==> src/rtl/fp_accumulator_if.sv <==
// Stream and adder bus bundle for fp_accumulator.
// Ports: in_* operand stream, add_* adder link, out_* result stream.
interface fp_accumulator_if #(
    parameter int COUNT_W = 16
) ();
    // Operand stream (fetch -> accumulator)
    logic               in_valid;
    logic               in_ready;
    logic [31:0]        in_data;
    logic               in_last;

    // Adder link (accumulator <-> external float32 adder)
    logic [31:0]        add_a;
    logic [31:0]        add_b;
    logic [31:0]        add_sum;

    // Result stream (accumulator -> consumer)
    logic               out_valid;
    logic               out_ready;
    logic [31:0]        out_data;
    logic [COUNT_W-1:0] out_count;
    logic               out_ovf;

    // Accumulator side
    modport slave (
        input  in_valid,
        input  in_data,
        input  in_last,
        input  add_sum,
        input  out_ready,
        output in_ready,
        output add_a,
        output add_b,
        output out_valid,
        output out_data,
        output out_count,
        output out_ovf
    );

    // Environment side: operand source, adder and result sink
    modport master (
        output in_valid,
        output in_data,
        output in_last,
        output add_sum,
        output out_ready,
        input  in_ready,
        input  add_a,
        input  add_b,
        input  out_valid,
        input  out_data,
        input  out_count,
        input  out_ovf
    );
endinterface

==> src/rtl/fp_accumulator.sv <==
// Float32 stream reducer around an external adder: sums one stream per result.
// Ports: clk, rst_n (async low), clear (sync abort), bus (fp_accumulator_if.slave).
module fp_accumulator #(
    parameter int ADDER_LAT = 0,
    parameter int COUNT_W   = 16
) (
    input  logic clk,
    input  logic rst_n,
    input  logic clear,
    fp_accumulator_if.slave bus
);

    typedef enum logic [2:0] {
        S_IDLE,
        S_FIRST,
        S_ACCUM,
        S_WAIT,
        S_OUT
    } state_e;

    localparam logic [2:0] LAT = 3'(ADDER_LAT);

    state_e             state_q, state_d;
    logic [31:0]        acc_q, acc_d;
    logic [COUNT_W-1:0] cnt_q, cnt_d;
    logic               ovf_q, ovf_d;
    logic [31:0]        a_q, a_d;
    logic [31:0]        b_q, b_d;
    logic               last_q, last_d;
    logic [2:0]         wcnt_q, wcnt_d;

    logic               in_fire;
    logic               out_fire;
    logic               sum_inf;
    logic               in_inf;
    logic [COUNT_W-1:0] cnt_inc;

    assign bus.in_ready  = (state_q == S_FIRST) || (state_q == S_ACCUM);
    assign bus.out_valid = (state_q == S_OUT);
    assign bus.out_data  = acc_q;
    assign bus.out_count = cnt_q;
    assign bus.out_ovf   = ovf_q;
    assign bus.add_a     = a_q;
    assign bus.add_b     = b_q;

    assign in_fire  = bus.in_valid & bus.in_ready;
    assign out_fire = bus.out_valid & bus.out_ready;
    assign sum_inf  = (bus.add_sum[30:23] == 8'hFF);
    assign in_inf   = (bus.in_data[30:23] == 8'hFF);

    // Element count sticks at all-ones instead of wrapping.
    assign cnt_inc = (&cnt_q) ? cnt_q : cnt_q + COUNT_W'(1);

    always_comb begin
        state_d = state_q;
        acc_d   = acc_q;
        cnt_d   = cnt_q;
        ovf_d   = ovf_q;
        a_d     = a_q;
        b_d     = b_q;
        last_d  = last_q;
        wcnt_d  = wcnt_q;

        unique case (state_q)
            S_IDLE: begin
                state_d = S_FIRST;
            end
            S_FIRST: begin
                // First element bypasses the adder so -0.0 and
                // denormals come through bit-exact.
                if (in_fire) begin
                    acc_d   = bus.in_data;
                    cnt_d   = COUNT_W'(1);
                    ovf_d   = in_inf;
                    state_d = bus.in_last ? S_OUT : S_ACCUM;
                end
            end
            S_ACCUM: begin
                if (in_fire) begin
                    a_d     = acc_q;
                    b_d     = bus.in_data;
                    last_d  = bus.in_last;
                    wcnt_d  = LAT;
                    state_d = S_WAIT;
                end
            end
            S_WAIT: begin
                // add_sum is only trusted once the wait count hits 0.
                if (wcnt_q == 3'd0) begin
                    acc_d   = bus.add_sum;
                    cnt_d   = cnt_inc;
                    ovf_d   = ovf_q | sum_inf;
                    state_d = last_q ? S_OUT : S_ACCUM;
                end else begin
                    wcnt_d = wcnt_q - 3'd1;
                end
            end
            S_OUT: begin
                if (out_fire) begin
                    cnt_d   = '0;
                    ovf_d   = 1'b0;
                    state_d = S_FIRST;
                end
            end
            default: begin
                state_d = S_IDLE;
            end
        endcase

        // Abort wins over any transfer in the same cycle; the adder
        // operand registers keep their last values.
        if (clear) begin
            state_d = S_IDLE;
            acc_d   = '0;
            cnt_d   = '0;
            ovf_d   = 1'b0;
            a_d     = a_q;
            b_d     = b_q;
            last_d  = last_q;
            wcnt_d  = wcnt_q;
        end
    end

    always_ff @(posedge clk or negedge rst_n) begin
        if (!rst_n) begin
            state_q <= S_IDLE;
            acc_q   <= '0;
            cnt_q   <= '0;
            ovf_q   <= 1'b0;
            a_q     <= '0;
            b_q     <= '0;
            last_q  <= 1'b0;
            wcnt_q  <= '0;
        end else begin
            state_q <= state_d;
            acc_q   <= acc_d;
            cnt_q   <= cnt_d;
            ovf_q   <= ovf_d;
            a_q     <= a_d;
            b_q     <= b_d;
            last_q  <= last_d;
            wcnt_q  <= wcnt_d;
        end
    end

endmodule

==> src/flat_wrapper.sv <==
// flat-port wrapper written by rule: the top's interface ports become plain ports
module fp_accumulator_flat 
#(
    parameter int ADDER_LAT = 0,
    parameter int COUNT_W   = 16
)
  (clk, rst_n, clear, bus_in_valid, bus_in_data, bus_in_last, bus_add_sum, bus_out_ready, bus_in_ready, bus_add_a, bus_add_b, bus_out_valid, bus_out_data, bus_out_count, bus_out_ovf);
  fp_accumulator_if #(.COUNT_W(COUNT_W)) bus_i ();
  input  logic clk;
  input  logic rst_n;
  input  logic clear;
  input wire logic [$bits(bus_i.in_valid)-1:0] bus_in_valid;
  input wire logic [$bits(bus_i.in_data)-1:0] bus_in_data;
  input wire logic [$bits(bus_i.in_last)-1:0] bus_in_last;
  input wire logic [$bits(bus_i.add_sum)-1:0] bus_add_sum;
  input wire logic [$bits(bus_i.out_ready)-1:0] bus_out_ready;
  output wire logic [$bits(bus_i.in_ready)-1:0] bus_in_ready;
  output wire logic [$bits(bus_i.add_a)-1:0] bus_add_a;
  output wire logic [$bits(bus_i.add_b)-1:0] bus_add_b;
  output wire logic [$bits(bus_i.out_valid)-1:0] bus_out_valid;
  output wire logic [$bits(bus_i.out_data)-1:0] bus_out_data;
  output wire logic [$bits(bus_i.out_count)-1:0] bus_out_count;
  output wire logic [$bits(bus_i.out_ovf)-1:0] bus_out_ovf;
  assign bus_i.in_valid = bus_in_valid;
  assign bus_i.in_data = bus_in_data;
  assign bus_i.in_last = bus_in_last;
  assign bus_i.add_sum = bus_add_sum;
  assign bus_i.out_ready = bus_out_ready;
  assign bus_in_ready = bus_i.in_ready;
  assign bus_add_a = bus_i.add_a;
  assign bus_add_b = bus_i.add_b;
  assign bus_out_valid = bus_i.out_valid;
  assign bus_out_data = bus_i.out_data;
  assign bus_out_count = bus_i.out_count;
  assign bus_out_ovf = bus_i.out_ovf;
  fp_accumulator #(.ADDER_LAT(ADDER_LAT), .COUNT_W(COUNT_W)) u_core (.clk(clk), .rst_n(rst_n), .clear(clear), .bus(bus_i));
endmodule
==> config.mk <==
export PLATFORM = sky130hd
export DESIGN_NAME = fp_accumulator_flat
export DESIGN_NICKNAME = d
export VERILOG_FILES = /design/src/rtl/fp_accumulator_if.sv /design/src/rtl/fp_accumulator.sv /design/src/flat_wrapper.sv
export SDC_FILE = /design/constraint.sdc
export NUM_CORES = 1
export LEC_CHECK = 0
export BUFFER_PORTS_ARGS = -buffer_cell sky130_fd_sc_hd__buf_2
export CORE_AREA = 2 2 160 123
export CTS_CLUSTER_SIZE = 25
export DETAILED_ROUTE_END_ITERATION = 8
export DIE_AREA = 0 0 162 125
export PLACE_DENSITY_LB_ADDON = 0.3
export RECOVER_POWER = 50
export SLEW_MARGIN = 10
export SYNTH_ARGS = -nofsm -noshare
export SYNTH_HDL_FRONTEND = slang
export SYNTH_SLANG_ARGS = --single-unit
export TNS_END_PERCENT = 10
==> constraint.sdc <==
create_clock -name clk -period 2.3 [get_ports clk]
set_input_delay 0.345 -clock clk [delete_from_list [all_inputs] [get_ports clk]]
set_output_delay 0.345 -clock clk [all_outputs]
set_load 0.02 [all_outputs]
Yosys cells after proc, flatten, opt, wreduce, memory -nomap -nowiden
Cells that the tools add are included.

storage, ports and cells
  register bits = 120
  bits of input ports = 70
  output and inout bits = 115
  logic and storage cells = 66

operators by class
  add/sub/neg operators = 2
  equality and inequality tests = 13
  muxes and demuxes = 26
  bitwise gates (word level) = 4
  reductions and logical operators = 13

operators by type and width
  cell                     count
  $mux W32                 3
  $mux W16                 5
  $pmux W32 S2             1
  $pmux W16 S3             1
  $mux W3                  9
  $add A16 B1 Y16 const B  1
  $eq A8 B8 Y1 const B     2
  $reduce_and A16 Y1       1
  $pmux W3 S5              1
  $reduce_and A4 Y1        3
  $ne A3 B2 Y1 const B     3
  $eq A3 B2 Y1 const B     2
  $logic_not A3 Y1         2
  $ne A3 B3 Y1 const B     2
  $pmux W3 S2              1
  $reduce_and A3 Y1        2
  $reduce_and A5 Y1        1
  $mux W1                  4
  $reduce_bool A4 Y1       1
  $eq A3 B1 Y1 const B     1
  $eq A3 B3 Y1 const B     1
  $pmux W1 S3              1
  $reduce_bool A3 Y1       1
  $sub A3 B1 Y3 const B    1
  7 further kinds          8

Depth between registers and ports, before layout
Gate-level depths: netlist of run 1.

  word-level depth = 6
  mapped depth = 8
  gate-level depth less buffers = 7

Least setup slack after synthesis of run 1
OpenSTA, ideal clock, no wires.

  path type = flip-flop to flip-flop
  from = register u_core.state_q[2]
  to = register u_core.cnt_q[4] (netlist: u_core.bus.out_count[4])
  setup time = 0.119 ns
  arrival = 1.859 ns
  required time = 2.181 ns
  path slack = 0.322 ns
  cell stages (with the launch flop) = 8
  path buffers = 2
  clock period less this slack = 1.978 ns
  cells stage by stage = dfrtp_1 buf_4 nor3b_1 and2_1 o31a_1 buf_6 o21ai_1 a21bo_2

on the way
  elaborated cells on any way between the ends = 15
  those cells by class = 8 x eq/ne; 2 x mux; 2 x bitwise; 3 x reduce/logical

RTL lines
  item                                RTL line               RTL
  start, declared                     fp_accumulator.sv:23   state_e state_q, state_d;
  start signal, assigned              fp_accumulator.sv:135  state_q <= state_d;
  $eq A3 B3 Y1 *                      fp_accumulator.sv:39   assign bus.out_valid = (state_q == S_OUT);
  via bus_out_valid                   flat_wrapper.sv:20     output wire logic [$bits(bus_i.out_valid)-1:0] bus_out_valid;
  $and A1 B1 Y1                       fp_accumulator.sv:47   assign out_fire = bus.out_valid & bus.out_ready;
  $ne A3 B3 Y1 (no source line)       --
  $reduce_and A5 Y1 (no source line)  --
  end signal, assigned                fp_accumulator.sv:137  cnt_q <= cnt_d;
  end, declared                       fp_accumulator.sv:25   logic [COUNT_W-1:0] cnt_q, cnt_d;

The timed path passes the listed nets; every way through them passes the cells marked *.
A chain may end at the register's enable or synchronous reset.

Final worst setup path of run 1
  from = register u_core.state_q[1]
  to = register u_core.cnt_q[4] (netlist: u_core.bus.out_count[4])

on the way
  longest elaborated chain between the ends = 5
  elaborated cells on any way between the ends = 15
  those cells by class = 8 x eq/ne; 2 x mux; 2 x bitwise; 3 x reduce/logical

RTL lines
  item                                          RTL line                                    RTL
  $eq A3 B1 Y1 or $eq A3 B2 Y1 (tied branches)  fp_accumulator.sv:38, fp_accumulator.sv:64
  $logic_or A1 B1 Y1                            fp_accumulator.sv:38                        assign bus.in_ready = (state_q == S_FIRST) || (state_q == S_ACCUM);
  $and A1 B1 Y1                                 fp_accumulator.sv:46                        assign in_fire = bus.in_valid & bus.in_ready;
  $ne A3 B2 Y1 (no source line)                 --
  $reduce_and A5 Y1 (no source line)            --

Parallel ways exist; a longest one is shown, timed or not.

==> results of run 1 <==
-- critical path, stage by stage (launching register included) --
cell and delay [ns]:
dfrtp_1 0.52, nor3b_1 0.41, and2_1 0.21, o31a_1 0.40, o21ai_1 0.12, a21bo_2 0.22
-- worst max path at each step --
stage,cells past startpoint,to,from
2_1_floorplan,7,u_core.bus.out_count[4]$_DFFE_PN0P_,u_core.state_q[2]$_DFFE_PN0P_
3_3_place_gp,5,u_core.bus.out_count[4]$_DFFE_PN0P_,u_core.state_q[1]$_DFFE_PN0P_
3_5_place_dp,5,u_core.bus.out_count[4]$_DFFE_PN0P_,u_core.state_q[1]$_DFFE_PN0P_
4_1_cts,4,u_core.bus.add_b[19]$_DFFE_PN0P_,u_core.state_q[1]$_DFFE_PN0P_
5_1_grt,5,u_core.bus.out_count[4]$_DFFE_PN0P_,u_core.state_q[1]$_DFFE_PN0P_
6_report,5,u_core.bus.out_count[4]$_DFFE_PN0P_,u_core.state_q[1]$_DFFE_PN0P_
-- logic make-up (layout without fill, tap and decap cells) --
group | after synthesis | in the layout | synth area share (%)
adder cells (fa/ha/maj) | 3 | 3 | 0.684
multiplexers | 99 | 99 | 19.6
XOR/XNOR | 1 | 1 | 0.160
flip-flops | 120 | 120 | 54.7
buffers and inverters | 34 | 235 | 3.78
AO/OA/AOI/OAI | 95 | 95 | 11.6
AND/OR/NAND/NOR | 105 | 105 | 9.46
-- metrics by stage --
| stage | cell area (um2) | setup WS [ns] | cells | util [%] | total power [mW] |
|---|---|---|---|---|---|
| 3_5_place_dp | 6690 | 0.347 | 878 | 35.5 | 4.01 |
| 3_3_place_gp | 6690 | 0.436 | 878 | 35.5 | 3.97 |
| 4_1_cts | 7320 | 0.338 | 911 | 38.9 | 6.81 |
| 5_1_grt | 7240 | 0.177 | 911 | 38.5 | 7.00 |
| 6_report | 7240 | 0.307 | 911 | 38.5 | 6.66 |
| 2_1_floorplan | 5490 | 0.322 | 457 | - | 3.43 |
-- area by class of cell --
type	instances	share of cell area, %
clock buffer	17	5.88
inverter	5	0.259
sequential	120	41.5
clock inverter	15	2.64
timing repair buffer	198	13.8
multi-input combinational	303	31.5
tap	253	4.37
-- power by group --
group / switching, mW / leakage, nW / internal, mW / total [mW]
combinational: 0.815 / 1.75 / 0.466 / 1.28
sequential: 0.192 / 1.59 / 2.43 / 2.62
clock: 1.04 / 0.291 / 1.73 / 2.76
total: 2.04 / 3.63 / 4.62 / 6.66
-- per-layer routing --
metal / part of all wire [%] / up-vias
met5: 0 / -
met4: 1.1 / 0
met3: 5.9 / 11
met2: 46 / 147
met1: 46 / 2138
li1: - / 2068
-- cells in the final DEF, fill, tap and decap left out, types with 5 or more instances in the layout --
cell type,instances
mux2_2,54
nand3_1,11
nand4_1,9
mux2i_1,33
mux2_1,12
o21ai_0,21
buf_4,7
buf_2,126
inv_6,5
a21oi_1,15
inv_1,5
o31ai_1,35
clkbuf_16,17
a31oi_1,6
dfrtp_1,120
clkbuf_1,57
nand2_1,45
nor2_1,15
-- flip-flops by register name, summed over array words and instances (netlist names) --
register	cells
u_core.last_q	1
u_core.bus.out_count	16
u_core.bus.out_ovf	1
u_core.wcnt_q	3
u_core.bus.out_data	32
u_core.bus.add_a	32
u_core.state_q	3
u_core.bus.add_b	32
==> flow_summary.json, run 1 <==
{
  "r2r-start": "u_core.state_q[1]$_DFFE_PN0P_",
  "track_usage_pct": 14.7,
  "final.setup.tns_ns": 0,
  "multi_input_area_mm2": 0.00228,
  "synth_most_common_cell": "dfrtp_1",
  "synth-seq-area-share_pct": 54.7,
  "clk_root_buffer_cell": "clkbuf_16",
  "critPathLaunchType": "register",
  "syn_nets": 530,
  "io_pins": 185,
  "critPathKind": "register to register",
  "cts_num_sinks": 120,
  "syn_area_mm2": 0.00549,
  "drtIter0Drc": 297,
  "synth_enable_flop_cells": 0,
  "cts.clk_slew.worst_paths_ns": 0.06,
  "antenna_found_initial": 0,
  "cts_tree": "done",
  "diodes": 0,
  "netlist.area_leader.share_pct": 54.7,
  "rsz0062_at_grt": "no",
  "grt_pass1_vias": 4286,
  "fp-row-count": 44,
  "synth_top_cell_by_area": "dfrtp_1",
  "vias": 4364,
  "drc": 0,
  "clock_skew_ns": 0.00928,
  "cp-end-kind": "register",
  "via_per_inst": 4.79,
  "wire_per_inst_um": 16.4,
  "grt_start_max_net_pins": 65,
  "period_share_pct": 86.6,
  "start_util_pct": 29.1,
  "ff_latch_area_mm2": 0.00300,
  "worst_pin_slew_ns": 0.842,
  "async_flop_share_pct": 100,
  "max_freq_ghz": 0.502,
  "power_leakage_nw": 3.63,
  "met3_usage_pct": 3.72,
  "grt_pass1_wl_um": 23300,
  "drive_gt1_share_pct": 35.6,
  "fin_crit_ns": 1.99,
  "status": "finished clean",
  "syn_inst": 457,
  "antenna_left": 0,
  "r2r_slack_ns": 0.31,
  "yosysWarningCount": 0,
  "numPortBuffers": 184,
  "synth_area_leaders": "dfrtp_1 55%, mux2_2 11%, mux2i_1 6.0%",
  "hold_buffers": 1,
  "holdWs_ns": 0.159,
  "crit_arrival_ns": 2.30,
  "die_h_um": 125,
  "cp.required_ns": 2.60,
  "htree_num_levels": 4,
  "gr-total-overflow": 0,
  "first_pass_iters": 5,
  "min_from": "bus_in_data[11]",
  "holdPathStages": 2,
  "slew_headroom_pct": 43.8,
  "cap_violations": 0,
  "path_max_fanout": 12,
  "numCtsBuffers": 17,
  "syn_avg_cell_area_um2": 12.0,
  "wirelength_um": 14900,
  "fin_nets": 718,
  "slew_violations": 0,
  "reg2reg_to": "u_core.bus.out_count[4]$_DFFE_PN0P_",
  "gr-max-usage-layer": "met2",
  "yosys.cell_types.count": 48,
  "synthFlopType": "dfrtp_1",
  "ir_drop_mv": 0.383,
  "finalHoldViolations": 0,
  "cts_setup_buffers": 0,
  "hold_path_class": "input port to register",
  "place_hpwl_um": 10600,
  "syn_to_final_growth_pct": 31.9,
  "synthTopCellsByCount": "120 x dfrtp_1, 54 x mux2_2, 45 x nand2_1",
  "met2_usage_pct": 23.3,
  "die_x_um": 162,
  "fillCellCount": 1913,
  "gp_congestion": 0.939,
  "finalSetupViolations": 0,
  "grt_use_met1_pct": 19.8,
  "cts-resized-gates": 0,
  "p_per_area_mw_per_mm2": 920,
  "synth_seq_cells": 120,
  "holdPathEnd": "u_core.bus.add_b[11]$_DFFE_PN0P_",
  "dieArea_mm2": 0.0203,
  "clockBufferDepth": 2,
  "insertion_delay_ns": 0.41,
  "worst_r2r_path_depth": 5,
  "core_mm2": 0.0188
}
Note: power is estimated with default switching activity, not from simulation.
==> run 2, diff against run 1 <==
--- a/config.mk
+++ b/config.mk
@@ -5,11 +5,13 @@
 export SDC_FILE = /design/constraint.sdc
 export NUM_CORES = 1
 export LEC_CHECK = 0
+export ABC_AREA = 1
 export BUFFER_PORTS_ARGS = -buffer_cell sky130_fd_sc_hd__buf_2
-export CORE_AREA = 2 2 160 123
+export CORE_AREA = 2 2 162 125
+export CTS_BUF_LIST = sky130_fd_sc_hd__clkbuf_4 sky130_fd_sc_hd__clkbuf_8 sky130_fd_sc_hd__clkbuf_16
 export CTS_CLUSTER_SIZE = 25
 export DETAILED_ROUTE_END_ITERATION = 8
-export DIE_AREA = 0 0 162 125
+export DIE_AREA = 0 0 164 127
 export PLACE_DENSITY_LB_ADDON = 0.3
 export RECOVER_POWER = 50
 export SLEW_MARGIN = 10
==> flow_summary.json, run 2 <==
{
  "crit_path_top_delay_cell": "dfrtp_1",
  "reg2reg_to": "u_core.bus.out_count[5]$_DFFE_PN0P_",
  "fin_nets": 974,
  "core_mm2": 0.0191,
  "worst_pin_slew_ns": 0.899,
  "hold_path_class": "input port to register",
  "via_per_inst": 4.46,
  "power_leakage_nw": 3.82,
  "track_usage_pct": 16.9,
  "syn_avg_cell_area_um2": 7.88,
  "antenna_found_initial": 2,
  "vias": 5219,
  "synthFlopType": "dfrtp_1",
  "drc": 0,
  "grt_pass1_vias": 5018,
  "yosysWarningCount": 0,
  "max_freq_ghz": 0.503,
  "slew_violations": 0,
  "drive_gt1_share_pct": 20.1,
  "synth_enable_flop_cells": 0,
  "finalSetupViolations": 0,
  "final_common_cell": "nand2_1",
  "wirelength_um": 17100,
  "rsz0062_at_grt": "no",
  "synth_seq_cells": 120,
  "antenna_left": 0,
  "gp_congestion": 0.864,
  "fin_crit_ns": 1.99,
  "gr-total-overflow": 0,
  "cp.required_ns": 1.96,
  "cts_num_sinks": 120,
  "first_pass_iters": 5,
  "numCtsBuffers": 17,
  "final_cell_count_no_fill": 1169,
  "dpl-instance-area_mm2": 0.00691,
  "synth-seq-area-share_pct": 53.0,
  "critPathKind": "register to primary output",
  "start_util_pct": 29.7,
  "path_max_fanout": 6,
  "fin_util_pct": 38.9,
  "r2r_slack_ns": 0.43,
  "syn_inst": 719,
  "slowest_delay_ns": 0.44,
  "die_h_um": 127,
  "grt_start_max_net_pins": 65,
  "met2_usage_pct": 24.8,
  "finalHoldViolations": 0,
  "final.setup.tns_ns": 0,
  "synth_top_cell_by_area": "dfrtp_1",
  "path_cells": "inv_1 -> nand3_1 -> inv_1 -> or2_2 -> buf_2",
  "cts_setup_buffers": 0,
  "final_cell_mix": "258 x nand2_1, 126 x buf_2, 120 x dfrtp_1, 84 x o21ai_0, 73 x inv_1",
  "cap_violations": 0,
  "drtIter0Drc": 439,
  "syn_to_final_growth_pct": 31.2,
  "gr-max-usage-layer": "met2",
  "dp_cells": 1134,
  "io_pins": 185,
  "yosys.cell_types.count": 30,
  "holdPathStages": 3,
  "clock_skew_ns": 0.0115,
  "wire_per_inst_um": 14.7,
  "die_x_um": 164,
  "clockBufferDepth": 2,
  "cp_common_cell": "inv_1",
  "fillCellCount": 1991,
  "holdPathEnd": "u_core.bus.add_b[10]$_DFFE_PN0P_",
  "grt_pass1_wl_um": 27100,
  "met3_usage_pct": 5.42,
  "crit_arrival_ns": 1.64,
  "worst_r2r_path_depth": 9,
  "synthTopCellsByCount": "259 x nand2_1, 120 x dfrtp_1, 84 x o21ai_0",
  "numPortBuffers": 184,
  "synth_most_common_cell": "nand2_1",
  "min_from": "bus_in_data[10]",
  "period_share_pct": 86.4,
  "status": "finished clean",
  "htree_num_levels": 4,
  "synth_area_leaders": "dfrtp_1 53%, nand2_1 17%, o21ai_0 7.4%",
  "syn_nets": 792,
  "cp-end-kind": "primary output",
  "insertion_delay_ns": 0.41,
  "place_hpwl_um": 12700,
  "dieArea_mm2": 0.0208,
  "critPathLaunchType": "register",
  "fp-row-count": 44,
  "clk_root_buffer_cell": "clkbuf_16",
  "grt_use_met1_pct": 23.7,
  "cts.clk_slew.worst_paths_ns": 0.05,
  "slew_headroom_pct": 40.1,
  "p_per_area_mw_per_mm2": 1310,
  "syn_area_mm2": 0.00567,
  "async_flop_share_pct": 100,
  "cts_tree": "done",
  "ir_drop_mv": 0.553,
  "stdcell_area_mm2": 0.00743,
  "r2r-start": "u_core.bus.out_count[0]$_DFFE_PN0P_",
  "netlist.area_leader.share_pct": 53.0
}
## run 2: how the worst max path moves through the flow
stage                                             start                             endpoint  slack, ns
after floorplan            u_core.wcnt_q[0]$_DFFE_PN0P_     u_core.bus.add_a[28]$_DFFE_PN0P_       0.53
final                     u_core.state_q[1]$_DFFE_PN0P_                         bus_in_ready       0.31
after detailed placement                          clear  u_core.bus.out_count[5]$_DFFE_PN0P_       0.42
after CTS                 u_core.state_q[1]$_DFFE_PN0P_                         bus_in_ready       0.30
after global placement                            clear  u_core.bus.out_count[6]$_DFFE_PN0P_       0.47
after global routing                              rst_n  u_core.bus.out_data[25]$_DFFE_PN0P_       0.18
## run 2: power by group
part	internal (mW)	switching, mW	total [mW]
Sequential	2.90	0.471	3.37
Combinational	1.03	2.59	3.63
Clock	1.68	1.03	2.71
## run 2: kinds of logic (layout without fill, tap and decap cells)
group | after synthesis | in the layout | synth area share [%]
AO/OA/AOI/OAI | 124 | 124 | 11.8
XOR/XNOR | 1 | 1 | 0.155
adder cells (fa/ha/maj) | 3 | 3 | 0.663
buffers and inverters | 111 | 306 | 8.13
flip-flops | 120 | 120 | 53.0
other | 0 | 2 | 0
AND/OR/NAND/NOR | 360 | 360 | 26.2
## run 2: cell type report
| class | instances | area (um2) | share of cell area, % |
|---|---|---|---|
| Antenna cell | 2 | 5.00 | 0.0673 |
| Clock buffer | 20 | 460 | 6.19 |
| Clock inverter | 12 | 140 | 1.88 |
| Inverter | 75 | 282 | 3.79 |
| Multi-Input combinational cell | 488 | 2210 | 29.8 |
| Sequential cell | 120 | 3000 | 40.4 |
| Tap cell | 253 | 317 | 4.26 |
| Timing Repair Buffer | 199 | 1010 | 13.6 |
## run 2: layer usage
layer,up-vias,share of wire (%)
met5,-,0
met4,0,1.8
met3,20,7.2
met2,172,43
met1,2370,48
li1,2657,-
## run 2: repair_timing
action,in CTS,in global routing
hold buffers,1,0
endpoints found under the hold margin,12,0
resized for setup,0,0
## run 2: critical path, delay by kind of cell (launching register included)
kind / cells / cell delay [ns]
simple gates: 2 / 0.47
flops: 1 / 0.44
buf+inv: 3 / 0.33
## run 2: stage by stage
step           worst slack [ns]  total power, mW  hold slack (ns)
3_5_place_dp              0.417             7.20            0.229
5_1_grt                   0.179             10.4            0.188
4_1_cts                   0.300             9.95            0.172
3_3_place_gp              0.469             7.15            0.228
6_report                  0.313             9.71            0.188
2_1_floorplan             0.527             5.76           0.0494
==> run 3, diff against run 2 <==
--- a/config.mk
+++ b/config.mk
@@ -14,6 +14,7 @@
 export DIE_AREA = 0 0 164 127
 export PLACE_DENSITY_LB_ADDON = 0.3
 export RECOVER_POWER = 50
+export REMOVE_ABC_BUFFERS = 1
 export SLEW_MARGIN = 10
 export SYNTH_ARGS = -nofsm -noshare
 export SYNTH_HDL_FRONTEND = slang
==> flow_summary.json, run 3 (synthesis gave the netlist of run 2 again) <==
{
  "status": "finished clean",
  "dieArea_mm2": 0.0208,
  "wirelength_um": 17400,
  "drt-met1-wl_um": 8380,
  "drive_gt1_share_pct": 20.1,
  "start_util_pct": 29.7,
  "holdWs_ns": 0.172,
  "hold_path_class": "input port to register",
  "r2r_slack_ns": 0.42,
  "cts_setup_buffers": 0,
  "path_max_fanout": 6,
  "die_h_um": 127,
  "cts_tree": "done",
  "critPathLaunchType": "register",
  "slew_violations": 0,
  "core_mm2": 0.0191,
  "fin_nets": 973,
  "finalSetupViolations": 0,
  "syn_to_final_growth_pct": 30.0,
  "drc": 0,
  "clockBufferDepth": 2,
  "cts.clk_slew.worst_paths_ns": 0.06,
  "final_cell_mix": "258 x nand2_1, 126 x buf_2, 120 x dfrtp_1, 84 x o21ai_0, 73 x inv_1",
  "fin_crit_ns": 1.95,
  "dp_cells": 1133,
  "final_cell_count_no_fill": 1164,
  "cp-end-kind": "primary output",
  "clock_skew_ns": 0.00906,
  "slew_headroom_pct": 17.8,
  "cap_violations": 0,
  "numCtsBuffers": 17,
  "drtIter0Drc": 403,
  "first_pass_iters": 5,
  "fp-row-count": 44,
  "max_freq_ghz": 0.514,
  "diodes": 0,
  "grt_pass1_wl_um": 27300,
  "numPortBuffers": 184,
  "finalHoldViolations": 0,
  "fin_total_pwr_mw": 9.45,
  "cts_num_sinks": 120,
  "period_share_pct": 84.6,
  "met2_length_um": 7480,
  "power_leakage_nw": 3.77,
  "htree_num_levels": 4,
  "place_hpwl_um": 12200,
  "clk_root_buffer_cell": "clkbuf_16",
  "vias": 5368,
  "p_seq_share_pct": 35.8,
  "gr-total-overflow": 0,
  "grt_pass1_vias": 5049,
  "clockPowerShare_pct": 25.4,
  "antenna_left": 0,
  "die_x_um": 164,
  "via_per_inst": 4.61,
  "rsz0062_at_grt": "no",
  "gp_congestion": 0.803,
  "fillCellCount": 2015,
  "p_sw_share_pct": 43.4,
  "fin_util_pct": 38.6,
  "wl_met3_um": 1380,
  "antenna_found_initial": 0,
  "worst_pin_slew_ns": 1.23,
  "final_common_cell": "nand2_1",
  "power.switching_mw": 4.10,
  "grt_start_max_net_pins": 66,
  "io_pins": 185,
  "p_per_area_mw_per_mm2": 1280,
  "wire_per_inst_um": 14.9,
  "crit_arrival_ns": 1.60,
  "cp.required_ns": 1.96,
  "pwr-share-comb_pct": 38.8,
  "critPathKind": "register to primary output",
  "topRoutingLayerUsed": "met4",
  "track_usage_pct": 16.9,
  "insertion_delay_ns": 0.42,
  "ir_drop_mv": 0.507,
  "power.internal_mw": 5.34
}
-- run 3: cell types whose count changed in the layout (fill, tap and decap cells not counted) --
cell	previous run	this run
clkbuf_2	0	1
nand3_2	1	2
buf_4	9	8
clkbuf_1	58	57
clkbuf_8	2	1
clkinvlp_4	3	5
diode_2	2	0
bufinv_16	2	0
nand3_1	47	46
clkinv_2	1	3
buf_12	4	5
inv_6	4	1
clkbuf_4	2	1
-- run 3: metal layers --
metal  track usage (%)  vias to the layer above
met1              23.6                     2525
met2              25.6                      176
met4              3.72                        0
met3              5.29                        9
met5                 0                        -
li1                  -                     2658
-- run 3: metrics by stage --
step | setup TNS (ns) | setup WS (ns) | instance area, um2
2_1_floorplan | -103.61 | -1.21 | 5490
3_3_place_gp | 0 | 0.479 | 6900
3_5_place_dp | 0 | 0.445 | 6900
4_1_cts | 0 | 0.341 | 7440
5_1_grt | 0 | 0.206 | 7370
6_report | 0 | 0.354 | 7370
-- run 3: critical path, stage by stage, from the launching register on --
cell and delay [ns]:
dfrtp_1 0.43, inv_1 0.10, nand3_1 0.18, inv_1 0.05, or2_2 0.26, buf_2 0.16
-- run 3: timing repair --
item | in CTS | in global routing
resized for setup | 0 | 0
hold buffers | 1 | 0
hold endpoints to repair | 40 | 0
-- run 3: path summary, 6_finish.rpt --
| kind | cells past startpoint | start | endpoint |
|---|---|---|---|
| min in group asynchronous | 2 | rst_n | u_core.bus.out_data[15]$_DFFE_PN0P_ |
| worst min-delay path | 3 | bus_in_data[14] | u_core.bus.add_b[14]$_DFFE_PN0P_ |
| worst max-delay path | 5 | u_core.state_q[1]$_DFFE_PN0P_ | bus_in_ready |
| max in group asynchronous | 3 | rst_n | u_core.bus.add_b[27]$_DFFE_PN0P_ |
| worst max register to register | 10 | u_core.wcnt_q[0]$_DFFE_PN0P_ | u_core.bus.out_count[2]$_DFFE_PN0P_ |
| worst min register to register | 1 | u_core.wcnt_q[0]$_DFFE_PN0P_ | u_core.wcnt_q[0]$_DFFE_PN0P_ |
-- run 3: power groups by stage --
stage                     clock network, mW  registers, mW  logic (mW)
after floorplan                           0           4.27        1.36
after detailed placement                  0           3.40        3.83
after CTS                              2.46           3.36        3.84
after global placement                    0           3.38        3.79
final                                  2.40           3.38        3.67
after global routing                   2.57           3.48        4.08
-- run 3: cell type report --
cell class | count | area, um2 | area share [%]
flip-flops and latches | 120 | 3000 | 40.8
multi-input cells | 488 | 2220 | 30.1
repair buffers | 198 | 1020 | 13.8
clock buffers | 19 | 447 | 6.06
well taps | 253 | 317 | 4.30
inverters | 75 | 282 | 3.82
clock inverters | 11 | 78.8 | 1.07
